File: config.mk
export PLATFORM = sky130hd
export DESIGN_NAME = rv_wb_stage
export DESIGN_NICKNAME = d
export VERILOG_FILES = /design/src/rtl/rv_wb_stage.sv
export SDC_FILE = /design/constraint.sdc
export NUM_CORES = 1
export LEC_CHECK = 0
export ABC_AREA = 1
export CORE_ASPECT_RATIO = 0.7
export CORE_UTILIZATION = 47
export CTS_CLUSTER_SIZE = 12
export DETAILED_ROUTE_END_ITERATION = 10
export PLACE_DENSITY = 0.81
export SLEW_MARGIN = 20
export SYNTH_ARGS = -nofsm -noshare
export SYNTH_HDL_FRONTEND = slang
export SYNTH_SLANG_ARGS = --single-unit
File: constraint.sdc
create_clock -name clk -period 2.3 [get_ports clk]
set_clock_uncertainty 0.05 [all_clocks]
set_input_delay 0.46 -clock clk [delete_from_list [all_inputs] [get_ports clk]]
set_output_delay 0.46 -clock clk [all_outputs]
set_load 0.02 [all_outputs]
File: src/rtl/rv_wb_stage.sv
// Writeback stage: merges ALU and load results into one registered register-file
// write per cycle, and tracks in-flight destinations in the busy scoreboard.
module rv_wb_stage #(
   parameter int XLEN = 64
) (
   input  logic            clk,
   input  logic            rst,
   input  logic            alu_valid,
   input  logic [4:0]      alu_rd,
   input  logic [XLEN-1:0] alu_data,
   output logic            alu_ready,
   input  logic            ld_valid,
   input  logic [4:0]      ld_rd,
   input  logic [XLEN-1:0] ld_data,
   output logic            ld_ready,
   input  logic            iss_valid,
   input  logic [4:0]      iss_rd,
   output logic [4:0]      writeR,
   output logic [XLEN-1:0] write_data,
   output logic            write,
   output logic [31:0]     busy
);

   // Handshake: a source transfers on a rising edge where valid && ready are both
   // high; valid/rd/data stay stable until then, and ready never depends on valid.
   logic            hold_full;
   logic [4:0]      hold_rd;
   logic [XLEN-1:0] hold_data;

   logic            sel_valid;
   logic [4:0]      sel_rd;
   logic [XLEN-1:0] sel_data;
   logic            capture_hold;
   logic            sel_writes;
   logic [31:0]     busy_next;

   always_comb begin
      alu_ready = !rst && !hold_full;
      ld_ready  = !rst && !hold_full;
   end

   // Oldest first: a held ALU result beats new inputs, and a load beats a same-cycle ALU.
   always_comb begin
      sel_valid    = 1'b0;
      sel_rd       = hold_rd;
      sel_data     = hold_data;
      capture_hold = 1'b0;
      if (hold_full) begin
         sel_valid = 1'b1;
      end else if (ld_valid) begin
         sel_valid    = 1'b1;
         sel_rd       = ld_rd;
         sel_data     = ld_data;
         capture_hold = alu_valid;
      end else if (alu_valid) begin
         sel_valid = 1'b1;
         sel_rd    = alu_rd;
         sel_data  = alu_data;
      end
   end

   assign sel_writes = sel_valid && (sel_rd != 5'd0);

   // A new issue to the same register is the newer producer, so its set wins over the clear.
   always_comb begin
      busy_next = busy;
      if (write) busy_next[writeR] = 1'b0;
      if (iss_valid && (iss_rd != 5'd0)) busy_next[iss_rd] = 1'b1;
      busy_next[0] = 1'b0;
   end

   always_ff @(posedge clk) begin
      if (rst) begin
         write      <= 1'b0;
         writeR     <= 5'd0;
         write_data <= '0;
         hold_full  <= 1'b0;
         hold_rd    <= 5'd0;
         hold_data  <= '0;
         busy       <= 32'd0;
      end else begin
         write     <= sel_writes;
         hold_full <= capture_hold;
         busy      <= busy_next;
         if (sel_writes) begin
            writeR     <= sel_rd;
            write_data <= sel_data;
         end
         if (capture_hold) begin
            hold_rd   <= alu_rd;
            hold_data <= alu_data;
         end
      end
   end

endmodule
**Word level (Yosys, flattened, before mapping)**

Index checks and enable logic that the tools add are counted.

- Multiplexer cells: 17
- Bitwise gates (word level): 3
- Reduce and logical (&&, ||, !) cells: 9
- $lt $le $gt $ge: 4

Operators with widths:

| cell | number |
|---|---|
| 64-bit 2-to-1 mux | 3 |
| 32-bit 2-to-1 mux | 2 |
| 32-bit AND | 1 |
| 32-bit NOT | 1 |
| 32-bit OR | 1 |
| 5-bit 2-to-1 mux | 3 |
| 5-bit by 6-bit less-than comparator with 1-bit output, second input constant | 2 |
| 1-bit demux with 5-bit select | 2 |
| 5-bit by 1-bit greater-or-equal comparator with 1-bit output, second input constant | 2 |
| 5-bit nonzero test | 2 |
| 1-bit 2-to-1 mux | 7 |
| 1-bit logical AND | 5 |
| 1-bit zero test | 2 |

- Logic and storage cells: 41
- Input port bits: 148
- Output and inout port bits: 104
- Bits in registers: 172

**Longest topological paths before layout**

- Depth after elaboration: 9
- Mapped depth: 13
- Gate-level depth less buffers: 10

**Worst setup path before layout**

Ideal clock, no wire load.

- Path type: input to register
- Start point: in ld_valid
- End point: reg write_data[3]
- Cell stages on the path: 11
- Arrival time: 1.609 ns
- Buffers on the path: 3
- Data required time: 2.135 ns
- Library setup time: 0.115 ns
- Setup slack: 0.526 ns
- Cells stage by stage: buf_4 -> nor2_2 -> nor2_2 -> nand2_1 -> nand2_1 -> nor2_1 -> nand3_2 -> buf_6 -> buf_2 -> a21oi_1 -> nor2_1

- Word-level cells in the longest chain between the ends: 4
- Elaborated cells on any way between the ends: 8
- Classes of those cells: 6 x mux; 2 x reduce/logical

Ends and longest elaborated chain:

| item | RTL line | RTL |
|---|---|---|
| from (decl) | 12 | `input logic ld_valid,` |
| 5-bit 2-to-1 mux | 50 | `end else if (ld_valid) begin` |
| 5-bit 2-to-1 mux | 48 | `if (hold_full) begin` |
| 5-bit nonzero test | 62 | `assign sel_writes = sel_valid && (sel_rd != 5'd0);` |
| 1-bit logical AND | 62 |  |
| to (signal assigned) | 87 | `write_data <= sel_data;` |
| to (decl) | 19 | `output logic [XLEN-1:0] write_data,` |

Parallel ways exist; a longest one is shown, timed or not.
A chain may end at the register's enable or synchronous reset.

**Worst setup path in the final report**

- Start point: in rst
- End point: out alu_ready

- Word-level cells in the longest chain between the ends: 2

Ends and longest elaborated chain:

| item | RTL line | RTL |
|---|---|---|
| from (decl) | 7 | `input logic rst,` |
| 1-bit zero test | 38 | `alu_ready = !rst && !hold_full;` |
| 1-bit logical AND | 38 |  |
| to (decl) | 11 | `output logic alu_ready,` |

Every way passes these cells.

==> metrics <==
Period Utilization, post-route 96.6%; Clk Latency, worst-skew pair 420 ps; dominant cell type by area after synthesis dfxtp_1; First-pass DRT Iterations 8; top post-synthesis cells by count nor2_1, dfxtp_1, a21oi_1; crit path kind input pin to primary output; fmax 450 MHz; GRT overflow 0; area share of the largest cell type after synthesis 43.8%; FF/Latch Area 3420 um^2; Slew @ Worst Pin 580 ps; min Tclk post-route 2220 ps; Synth cell types 21; critical-path cell list clkdlybuf4s50_1, nor2_1, clkdlybuf4s50_1; clock slew at reported path FFs 70 ps; Filler cells 1,441; RSZ-0062 raised after global routing false; total CTS buffers 17; CP dominant cell by count clkdlybuf4s50_1; Post-synth EDFFs 0; register-to-register setup slack 510 ps; Ports 252; LEAKAGE 4.64 nW; Syn Area/Cell 6.65 um^2; routed vias/inst 5.42; Starting DRT DRC Count 690; first-pass GRT wire length 39.5 mm; Final setup viols 0; core area 16,300 um^2; Synth Net Count 1,322; diode count 0; CTS tree yes; Layout Cells excl Fill 1,625; post_cts resized 0; Multi-input gate area 3940 um^2; Placed Cells 1,593; startpoint types input pin; # port buffers 250; status completed; final WL 24.8 mm; maximum clock path buffer count 2; placer congestion estimate 0.940; met3 wire len 2.30 mm; number of nets still failing antenna checks after routing 0; Slew Limit Fails 0; vias in the first global route 7,987; design area 11,200 um^2; Syn Inst Count 1,174; Ys Warns 0; cell row count 39; Vias 8,807; metal2 WL 11.1 mm; final hold violations 0; Die Height 110 um; DRT met1 WL 11.2 mm; worst path required time 1790 ps; Nets 1,535; Max-slew headroom 61.1%; Worst path slowest cell clkdlybuf4s50_1; H-tree levels 4; max layer used met4; pwr/cell area 708 nW/um^2; Placed Area 10,600 um^2; post-DP HPWL 16.6 mm; most frequent cell after synthesis nor2_1; FFs w/ async S/R, synth 0%; die area 17,100 um^2; #FFs+latches synth 171; initial antenna violation count 0; Peak VDD IR 0.000432 V; Max FO, Critical Path 2; largest net degree at the start of global routing 90; post-synthesis sequential area ratio 43.8%; Worst Setup End Kind primary output; largest cells by area after synthesis dfxtp_1, nor2_1, a21oi_1, o21ai_0, nand2_1; Die W 156 um; layout cells sized above 1 5.57%; Worst path max stage delay 640 ps; Remaining DRCs 0; final worst-path setup slack 78.7 ps; Sink Count 171; dpl ws -63.9 ps; postcts setup bufs 0; Hold WS 426 ps; Total Power 7.91 mW; max cap viols 0; Hold Buf Count CTS 0; Hold WC Path Type register to register; Cell Area, Synth 7810 um^2; area grow syn2layout 43.1%; critical path arrival 1710 ps; CTS Root Cell clkbuf_16; Overall Global Routing Usage 29.1%; WL/cell 15.3 um; dominant synthesized flop cell dfxtp_1; starting density of the core 47.9%
-- worst max-delay path: cells and delay by family --
family	cells	cell delay, ps
buffers and inverters	2	1060
and+or+nand+nor	1	190
-- layout make-up --
cell class | count | area share (%)
inverters | 18 | 0.616
multi-input cells | 894 | 35.3
repair buffers | 285 | 25.8
clock buffers | 18 | 3.84
clock inverters | 14 | 1.30
flip-flops and latches | 171 | 30.6
well taps | 225 | 2.52
-- state kept, by name, summed over array words and instances, names as in the netlist --
register / count
writeR: 5
hold_data: 64
write_data: 64
busy: 31
write: 1
hold_full: 1
hold_rd: 5
-- layer usage --
metal / track usage [%] / vias up
li1: - / 4300
met1: 39.7 / 4042
met2: 46.1 / 440
met3: 6.35 / 25
met4: 8.82 / 0
met5: 0 / -
-- where the power goes --
| group | switching (mW) | internal [mW] |
|---|---|---|
| Clock | 1.21 | 1.60 |
| Sequential | 0.141 | 3.19 |
| Combinational | 0.947 | 0.815 |
-- layout by cell type, fill, tap and decap left out --
cell             instances
nand2_4                  1
buf_2                    1
nor3_4                   1
o21ai_1                  2
o21ai_4                  1
clkinvlp_4               4
buf_12                  10
clkbuf_1                 1
clkinv_4                 1
inv_1                   14
nand2_2                  1
clkbuf_16               17
nand3_4                  1
nand2_1                113
a21oi_1                164
inv_2                    3
nor3_1                  74
inv_6                    3
clkdlybuf4s50_1        249
buf_4                   25
clkinv_2                 5
conb_1                   1
bufinv_16                2
nor2_2                   2
nor2_1                 349
dfxtp_1                171
nand3_1                 84
o21ai_0                100
-- per-stage QoR --
stage	utilization, %	TNS (ps)
finish	68.6	0
detailed placement	65.0	-779
floorplan	-	0
CTS	68.6	0
global route	68.6	0
global placement	65.0	-127
-- final timing paths --
kind                                start              to  cells after the start
worst max-delay path                  rst       alu_ready                      3
worst min-delay path              busy[9]         busy[9]                      2
worst max register to register  hold_full  write_data[27]                     10
worst min register to register    busy[9]         busy[9]                      2
-- kinds of logic after synthesis --
kind of cell           after synthesis  share of synthesized area (%)
AOI/OAI and AO/OA                  267                           17.2
other                                1                         0.0480
and+or+nand+nor                    626                           32.9
buffers and inverters              109                           6.09
DFF                                171                           43.8
Power figures use the tool's default switching activity.
